File: config.mk
export PLATFORM = sky130hd
export DESIGN_NAME = pipeline_hazard_ctrl
export DESIGN_NICKNAME = d
export VERILOG_FILES = /design/src/rtl/pipe_ctrl_pkg.sv /design/src/rtl/pipeline_hazard_ctrl_restart_edge.sv /design/src/rtl/pipeline_hazard_ctrl.sv
export SDC_FILE = /design/constraint.sdc
export NUM_CORES = 1
export LEC_CHECK = 0
export ABC_AREA = 1
export CORE_AREA = 2 2 101 103
export CTS_CLUSTER_SIZE = 8
export DETAILED_ROUTE_END_ITERATION = 7
export DIE_AREA = 0 0 103 105
export GPL_TIMING_DRIVEN = 0
export PLACE_DENSITY = 0.66
export SKIP_LAST_GASP = 1
export SLEW_MARGIN = 20
export SYNTH_ARGS = -nofsm -noshare
export SYNTH_HDL_FRONTEND = slang
export SYNTH_SLANG_ARGS = --single-unit
File: constraint.sdc
create_clock -name clk -period 2.3 [get_ports clk]
set_clock_uncertainty 0.2 [all_clocks]
set_input_delay 0.575 -clock clk [delete_from_list [all_inputs] [get_ports clk]]
set_output_delay 0.575 -clock clk [all_outputs]
set_load 0.02 [all_outputs]
File: src/rtl/pipe_ctrl_pkg.sv
// Shared types and constants for the pipeline hazard sequencer.
// State encoding, drain default and strobe-bundle bit order.
package pipe_ctrl_pkg;

  typedef enum logic [1:0] {
    RUN    = 2'd0,
    DRAIN  = 2'd1,
    HALTED = 2'd2
  } state_t;

  localparam int DRAIN_CYCLES_DEF = 2;

  // Strobe bundle order: {pc, if_id, id_ex, ex_mem, mem_wb}
  localparam int STB_W      = 5;
  localparam int STB_PC     = 4;
  localparam int STB_IF_ID  = 3;
  localparam int STB_ID_EX  = 2;
  localparam int STB_EX_MEM = 1;
  localparam int STB_MEM_WB = 0;

  localparam logic [STB_W-1:0] STB_ALL  = 5'b11111;
  localparam logic [STB_W-1:0] STB_NONE = 5'b00000;
  localparam logic [STB_W-1:0] STB_BACK = 5'b00011;

endpackage

File: src/rtl/pipeline_hazard_ctrl_restart_edge.sv
// Registered rising-edge detector for the restart button.
// The delayed copy is kept every cycle so a held button fires once.
module restart_edge (
  input  logic clk,
  input  logic rst_n,
  input  logic d,
  output logic rise
);

  logic q;

  // Delay the button level by one cycle
  always_ff @(posedge clk or negedge rst_n) begin
    if (!rst_n) q <= 1'b0;
    else        q <= d;
  end

  assign rise = d & ~q;

endmodule

File: src/rtl/pipeline_hazard_ctrl.sv
// Pipeline hazard sequencer: stage strobes, run/drain/halt FSM,
// and stall/flush cycle counters for the display.
import pipe_ctrl_pkg::*;

module pipeline_hazard_ctrl #(
  parameter int DRAIN_CYCLES = DRAIN_CYCLES_DEF,
  parameter int CNT_W        = 32
) (
  input  logic             clk,
  input  logic             rst,
  input  logic             bubble,
  input  logic             ctrl_clash,
  input  logic             halt,
  input  logic             restart,
  output logic             pc_en,
  output logic             if_id_en,
  output logic             if_id_clr,
  output logic             id_ex_en,
  output logic             id_ex_clr,
  output logic             ex_mem_en,
  output logic             mem_wb_en,
  output logic             halted,
  output logic [CNT_W-1:0] stall_cnt,
  output logic [CNT_W-1:0] flush_cnt
);

  state_t           state, state_nxt;
  logic [2:0]       drain_cnt, drain_nxt;
  logic [STB_W-1:0] en;
  logic             if_clr, id_clr;
  logic             stall_inc, flush_inc;
  logic             rise;

  restart_edge u_restart_edge (
    .clk  (clk),
    .rst_n(rst),
    .d    (restart),
    .rise (rise)
  );

  // Strobes and next state, zero latency from the hazard inputs
  always_comb begin
    en        = STB_ALL;
    if_clr    = 1'b0;
    id_clr    = 1'b0;
    stall_inc = 1'b0;
    flush_inc = 1'b0;
    state_nxt = state;
    drain_nxt = drain_cnt;
    unique case (state)
      RUN: begin
        unique case (1'b1)
          halt: begin
            en[STB_PC]    = 1'b0;
            en[STB_IF_ID] = 1'b0;
            id_clr        = 1'b1;
            state_nxt     = DRAIN;
            drain_nxt     = 3'(DRAIN_CYCLES - 1);
          end
          (!halt && ctrl_clash): begin
            if_clr    = 1'b1;
            id_clr    = 1'b1;
            flush_inc = 1'b1;
          end
          (!halt && !ctrl_clash && bubble): begin
            en[STB_PC]    = 1'b0;
            en[STB_IF_ID] = 1'b0;
            id_clr        = 1'b1;
            stall_inc     = 1'b1;
          end
          default: ;
        endcase
      end
      DRAIN: begin
        en = STB_BACK;
        if (drain_cnt == 3'd0) begin
          state_nxt = HALTED;
        end else begin
          drain_nxt = drain_cnt - 3'd1;
        end
      end
      HALTED: begin
        en = STB_NONE;
        if (rise) state_nxt = RUN;
      end
      default: state_nxt = RUN;
    endcase
  end

  // State, drain counter and hazard counters
  always_ff @(posedge clk or negedge rst) begin
    if (!rst) begin
      state     <= RUN;
      drain_cnt <= 3'd0;
      stall_cnt <= '0;
      flush_cnt <= '0;
    end else begin
      state     <= state_nxt;
      drain_cnt <= drain_nxt;
      if (stall_inc) stall_cnt <= stall_cnt + CNT_W'(1);
      if (flush_inc) flush_cnt <= flush_cnt + CNT_W'(1);
    end
  end

  assign pc_en     = en[STB_PC];
  assign if_id_en  = en[STB_IF_ID];
  assign id_ex_en  = en[STB_ID_EX];
  assign ex_mem_en = en[STB_EX_MEM];
  assign mem_wb_en = en[STB_MEM_WB];
  assign if_id_clr = if_clr;
  assign id_ex_clr = id_clr;
  assign halted    = (state == HALTED);

endmodule

# Word level (Yosys, flattened, before mapping)
# Cells that the tools add are included.
# classes
muxes	16
add_sub_neg	3
n_bitwise	2
reduce_logical	13
n_eq_ne	6
# op_table
operator	count
$add A32 B1 Y32 const B	2
$pmux W3 S2	2
$mux W2	4
$mux W1	6
$mux W3	2
$ne A2 B2 Y1 const B	3
$pmux W2 S3	1
$reduce_and A3 Y1	2
$pmux W2 S2	1
$reduce_or A2 Y1	2
$logic_and A1 B1 Y1	3
$logic_not A3 Y1	1
$reduce_or A3 Y1	1
$sub A3 B1 Y3 const B	1
$eq A2 B1 Y1 const B	1
$eq A2 B2 Y1 const B	1
$logic_not A1 Y1	2
$logic_not A2 Y1	1
$ne A2 B1 Y1 const B	1
$reduce_bool A2 Y1	1
$and A1 B1 Y1	1
$not A1 Y1	1
# word_totals
register_bits	70
word_cells	45

# Longest topological paths before layout
# depth
ltp_word	6
ltp_mapped	11

# Modules after synthesis
# A second synthesis with hierarchy kept.
# unflattened
cells_unflattened	478
area_unflattened_um2	3836.2
# by_module_without_submodules
mod	n_inst	seq_area_each_um2	cells_per_inst	area_per_inst_um2
pipeline_hazard_ctrl	1	1726.7	475	3801.1
restart_edge	1	25.0	3	35.0

# Worst setup path before layout
# OpenSTA, ideal clock, no wires.
# synth_path
kind	register -> output
startpoint	register state[0]
endpoint	output port pc_en
arrival_ns	1.463
n_path_buf	1
setup_slack_ns	0.062
stages_incl_launch_ff	6
path_cell_list	dfrtp_1 > inv_1 > ha_1 > nand2_2 > o22ai_1 > buf_4
# synth_between
elab_chain_cells	3
# synth_rtl
element	line	source
start: declaration	pipeline_hazard_ctrl.sv:27	state_t state, state_nxt;
start signal: assignment	pipeline_hazard_ctrl.sv:98	state <= state_nxt;
$eq A2 B2 Y1 or $eq A2 B1 Y1 (tied branches)	pipeline_hazard_ctrl.sv:50	unique case (state)
$reduce_or A2 Y1 (no line)	-	
$pmux W2 S2 *	pipeline_hazard_ctrl.sv:50	
end: declaration	pipeline_hazard_ctrl.sv:15	output logic pc_en,
# Every way passes the cells marked *; elsewhere a longest branch is shown, timed or not.

# Worst setup path after layout
# layout_path
startpoint	register state[1]
endpoint	output port pc_en
# Same word-level chain as after synthesis.

==> metrics.log <==
[metrics] library cell with the largest summed area after synthesis: sky130_fd_sc_hd__dfrtp_1
[metrics] share of Yosys cell area claimed by the top area cell type: 43.7%
[metrics] Crit path arrival time: about 1.5 ns
[metrics] register area: 1750 um^2
[metrics] power per unit of standard cell area: 692 nW/um^2
[metrics] class of the most critical hold timing path: reg2reg
[metrics] Final Util: 54.5%
[metrics] clock input transition at the sequential cells of the worst setup and hold paths: roughly 0.080 ns
[metrics] net switching power of the design: approximately 0.0012 W
[metrics] TNS Setup: -0.0153 ns
[metrics] final hold violations: 0
[metrics] post-synthesis instance area: 4010 um^2
[metrics] detailed router's first-iteration violation count: 98
[metrics] unrepaired setup endpoints after global routing: yes
[metrics] fraction of final layout cells with drive strength greater than 1: between 10% and 20%
[metrics] area of combinational cells with multiple inputs: 1960 um^2
[metrics] cell class contributing the biggest share of worst-path delay: flip-flops
[metrics] via count of the first global-routing pass: approximately 3500
[metrics] Routed WL per cell: 12.3 um
[metrics] buffer and inverter count on the worst path: 3
[metrics] placed wire-length estimate after detailed placement: 6830 um
[metrics] floorplan die height: 105 um
[metrics] Final Hold Slack: ~0.31 ns
[metrics] Clk Latency, worst-skew pair: 0.34 ns
[metrics] total of warnings raised by yosys: 0
[metrics] effective utilization at floorplan: 41.6%
[metrics] Final period util: 101%
[metrics] part of the power in the clock network: 28.7%
[metrics] Worst Max-Slew Pin Slew: 0.393 ns
[metrics] Clock Sinks: 70
[metrics] final global-route overflow total: 0
[metrics] count of standard-cell rows: 36
[metrics] leakage component of the power: 2.44 nW
[metrics] Die Width: 103 um
[metrics] Port Buffer Count: 77
[metrics] Maximum Capacitance Violations: 0
[metrics] Vias: around 3500
[metrics] longest individual stage delay on the worst path: 0.42 ns
[metrics] relative contribution of sequential cells to total power: 40.3%
[metrics] result of the run: finished, violations left
[metrics] number of vias per cell: 4.75
[metrics] largest fanout on the critical path: 4
[metrics] drt total wl: about 9100 um
[metrics] Internal Dissipation: about 0.0024 W
[metrics] deepest clock path buffer count: 2
[metrics] final-report max-slew violation count: 0
[metrics] synthesized net count: 517
[metrics] routability cong.: between 0.8 and 0.9
[metrics] count of cell types in the netlist: 31
[metrics] overall track demand over capacity in global routing: 17.9%
[metrics] H-tree levels: 3
[metrics] number of search-and-repair iterations in the first detailed-routing pass: 4
[metrics] antenna violations before repair: 2
[metrics] Fill cells: 951
[metrics] clock tree from TritonCTS: built
[metrics] kind of start point of the critical path: flip-flop
[metrics] critical path endpoint category: output pin
[metrics] fin crit period: 2.32 ns
[metrics] worst rel slew slack: between 70% and 80%
[metrics] first-pass GRT wire length: 15600 um
[metrics] count of final setup violators: 1
[metrics] number of buffers created by CTS: 9
[metrics] synthesized instance count: 503
[metrics] violated checks: setup timing
[metrics] pin count of the biggest net entering global routing: 54
[metrics] net count reported at finish: 613
[metrics] Fmax: 0.432 GHz
[metrics] Area growth syn-to-layout: 31.0%
[metrics] highest-delay cell along the critical path: sky130_fd_sc_hd__dfrtp_1
[metrics] fraction of power spent switching nets: 34.1%
[metrics] placeable core region: 9640 um^2
[metrics] required time of the critical path: 1.52 ns
[metrics] residual DRC count: 0
[metrics] proportion of synthesized flip-flops having asynchronous set or reset: 100%
[metrics] Post-synth EDFFs: 0
[metrics] type of the worst setup path: reg2out
[metrics] Die Footprint: 10800 um^2
[metrics] maximum resistive drop on vdd: 373 uV
[metrics] cell with the most instances after synthesis: sky130_fd_sc_hd__nand2_1
[metrics] critical-path cell list: inv_2 > ha_4 > nand2_4 > o22ai_2 > buf_4 > buf_2
[metrics] ranking of synthesized cells by instance count: sky130_fd_sc_hd__nand2_1 (145), sky130_fd_sc_hd__inv_1 (75), sky130_fd_sc_hd__dfrtp_1 (70), sky130_fd_sc_hd__nor2_1 (47), sky130_fd_sc_hd__nand3_1 (33)
[metrics] count of pins on the block boundary: ~80
[metrics] final worst-path setup slack: -0.0153 ns
[metrics] cell at the root of the clock tree: sky130_fd_sc_hd__clkbuf_8
[metrics] share of the yosys chip area belonging to registers: 43.7%
[metrics] average size of a mapped cell: 7.96 um^2
[metrics] FF+latch count, synth: 70
[metrics] Detail Route Antenna Nets: 0
[metrics] main flop type after synthesis: sky130_fd_sc_hd__dfrtp_1
[metrics] leading post-synthesis cells by cell area: sky130_fd_sc_hd__dfrtp_1 (44%), sky130_fd_sc_hd__nand2_1 (14%), sky130_fd_sc_hd__inv_1 (7.0%)
[metrics] part of the power in combinational logic: 31.0%
stage by stage:
| stage | cells | setup WS (ns) | power, W | cell area, um^2 |
|---|---|---|---|---|
| finish | 739 | -0.0153 | 0.00363 | 5250 |
| floorplan | 503 | 0.0619 | 0.00211 | 4010 |
| global route | 739 | -0.113 | 0.00386 | 5250 |
| CTS | 735 | -0.204 | 0.00366 | 5230 |
| detailed placement | 714 | -0.713 | 0.00258 | 4970 |
| global placement | 713 | -1.99 | 0.00255 | 4940 |
metal layers:
metal  global-route usage (%)  routed length, um  up-vias
met5                        0                  0        -
met4                     6.11                137        0
met3                     4.48                469       13
met2                     29.0               4400       89
met1                     23.1               4100     1640
li1                         -                  -     1768
final cells by class:
type	count	share of cell area [%]
Sequential cell	70	33.4
Timing Repair Buffer	85	15.8
Clock buffer	11	2.88
Antenna cell	2	0.0953
Multi-Input combinational cell	353	37.4
Buffer	4	0.715
Clock inverter	5	1.10
Inverter	76	5.43
Tap cell	133	3.17
worst min-delay path, delay by kind of cell (launching register included):
kind	cells	cell delay, ns
simple gates	2	0.11
flops	1	0.37
placed cells by master, fill, tap and decap left out, types with 2 or more instances in the layout:
cell and n:
sky130_fd_sc_hd__a21oi_1 2, sky130_fd_sc_hd__buf_2 2, sky130_fd_sc_hd__buf_4 11, sky130_fd_sc_hd__buf_6 2
sky130_fd_sc_hd__clkbuf_8 11, sky130_fd_sc_hd__clkdlybuf4s50_1 63, sky130_fd_sc_hd__clkinvlp_4 3, sky130_fd_sc_hd__dfrtp_1 70
sky130_fd_sc_hd__diode_2 2, sky130_fd_sc_hd__dlygate4sd2_1 5, sky130_fd_sc_hd__dlymetal6s2s_1 3, sky130_fd_sc_hd__ha_1 7
sky130_fd_sc_hd__inv_1 71, sky130_fd_sc_hd__inv_2 5, sky130_fd_sc_hd__nand2_1 145, sky130_fd_sc_hd__nand2_2 3
sky130_fd_sc_hd__nand2_4 2, sky130_fd_sc_hd__nand3_1 33, sky130_fd_sc_hd__nand3b_1 3, sky130_fd_sc_hd__nand4_1 22
sky130_fd_sc_hd__nor2_1 46, sky130_fd_sc_hd__nor2_2 8, sky130_fd_sc_hd__nor2_4 11, sky130_fd_sc_hd__nor3_1 8
sky130_fd_sc_hd__nor3_2 3, sky130_fd_sc_hd__nor3_4 3, sky130_fd_sc_hd__o21ai_0 6, sky130_fd_sc_hd__xnor2_1 25
sky130_fd_sc_hd__xor2_1 16
power by group through the flow:
stage | logic [W] | registers (W) | clock network (W)
floorplan | 0.000553 | 0.00156 | 0
global placement | 0.00106 | 0.00148 | 0
detailed placement | 0.00110 | 0.00149 | 0
CTS | 0.00112 | 0.00147 | 0.00107
global route | 0.00124 | 0.00148 | 0.00113
finish | 0.00112 | 0.00146 | 0.00104
logic make-up (layout without fill, tap and decap cells):
group	Yosys count	in the layout	share of synthesized area, %
and+or+nand+nor	291	291	34.9
buffers and inverters	80	181	8.06
AOI/OAI and AO/OA	13	13	1.84
adders and majority gates	8	8	2.50
xor gates and xnor gates	41	41	8.96
DFF	70	70	43.7
other	0	2	0
registers in the layout (all words and copies together) (netlist names):
register and flops:
drain_cnt 3, flush_cnt 32, u_restart_edge.q 1, state 2
stall_cnt 32
repair_timing:
item,CTS,global route
gates resized for setup,32,8
buffers inserted,4,2
pin swaps,2,3
endpoints found under the hold margin,17,0
hold buffers,1,0
gates cloned,0,0
setup endpoints to repair,8,7
path summary, 6_finish.rpt:
path                               start             to  slack, ns  cells after the start
max                             state[1]          pc_en      -0.02                      6
min                        stall_cnt[31]  stall_cnt[31]       0.31                      2
max reg2reg                     state[1]   flush_cnt[8]       0.29                      9
min reg2reg                stall_cnt[31]  stall_cnt[31]       0.31                      2
max in group asynchronous            rst   flush_cnt[9]       0.91                      3
min in group asynchronous            rst   stall_cnt[7]       0.45                      2
Note: power is estimated with default switching activity, not from simulation.
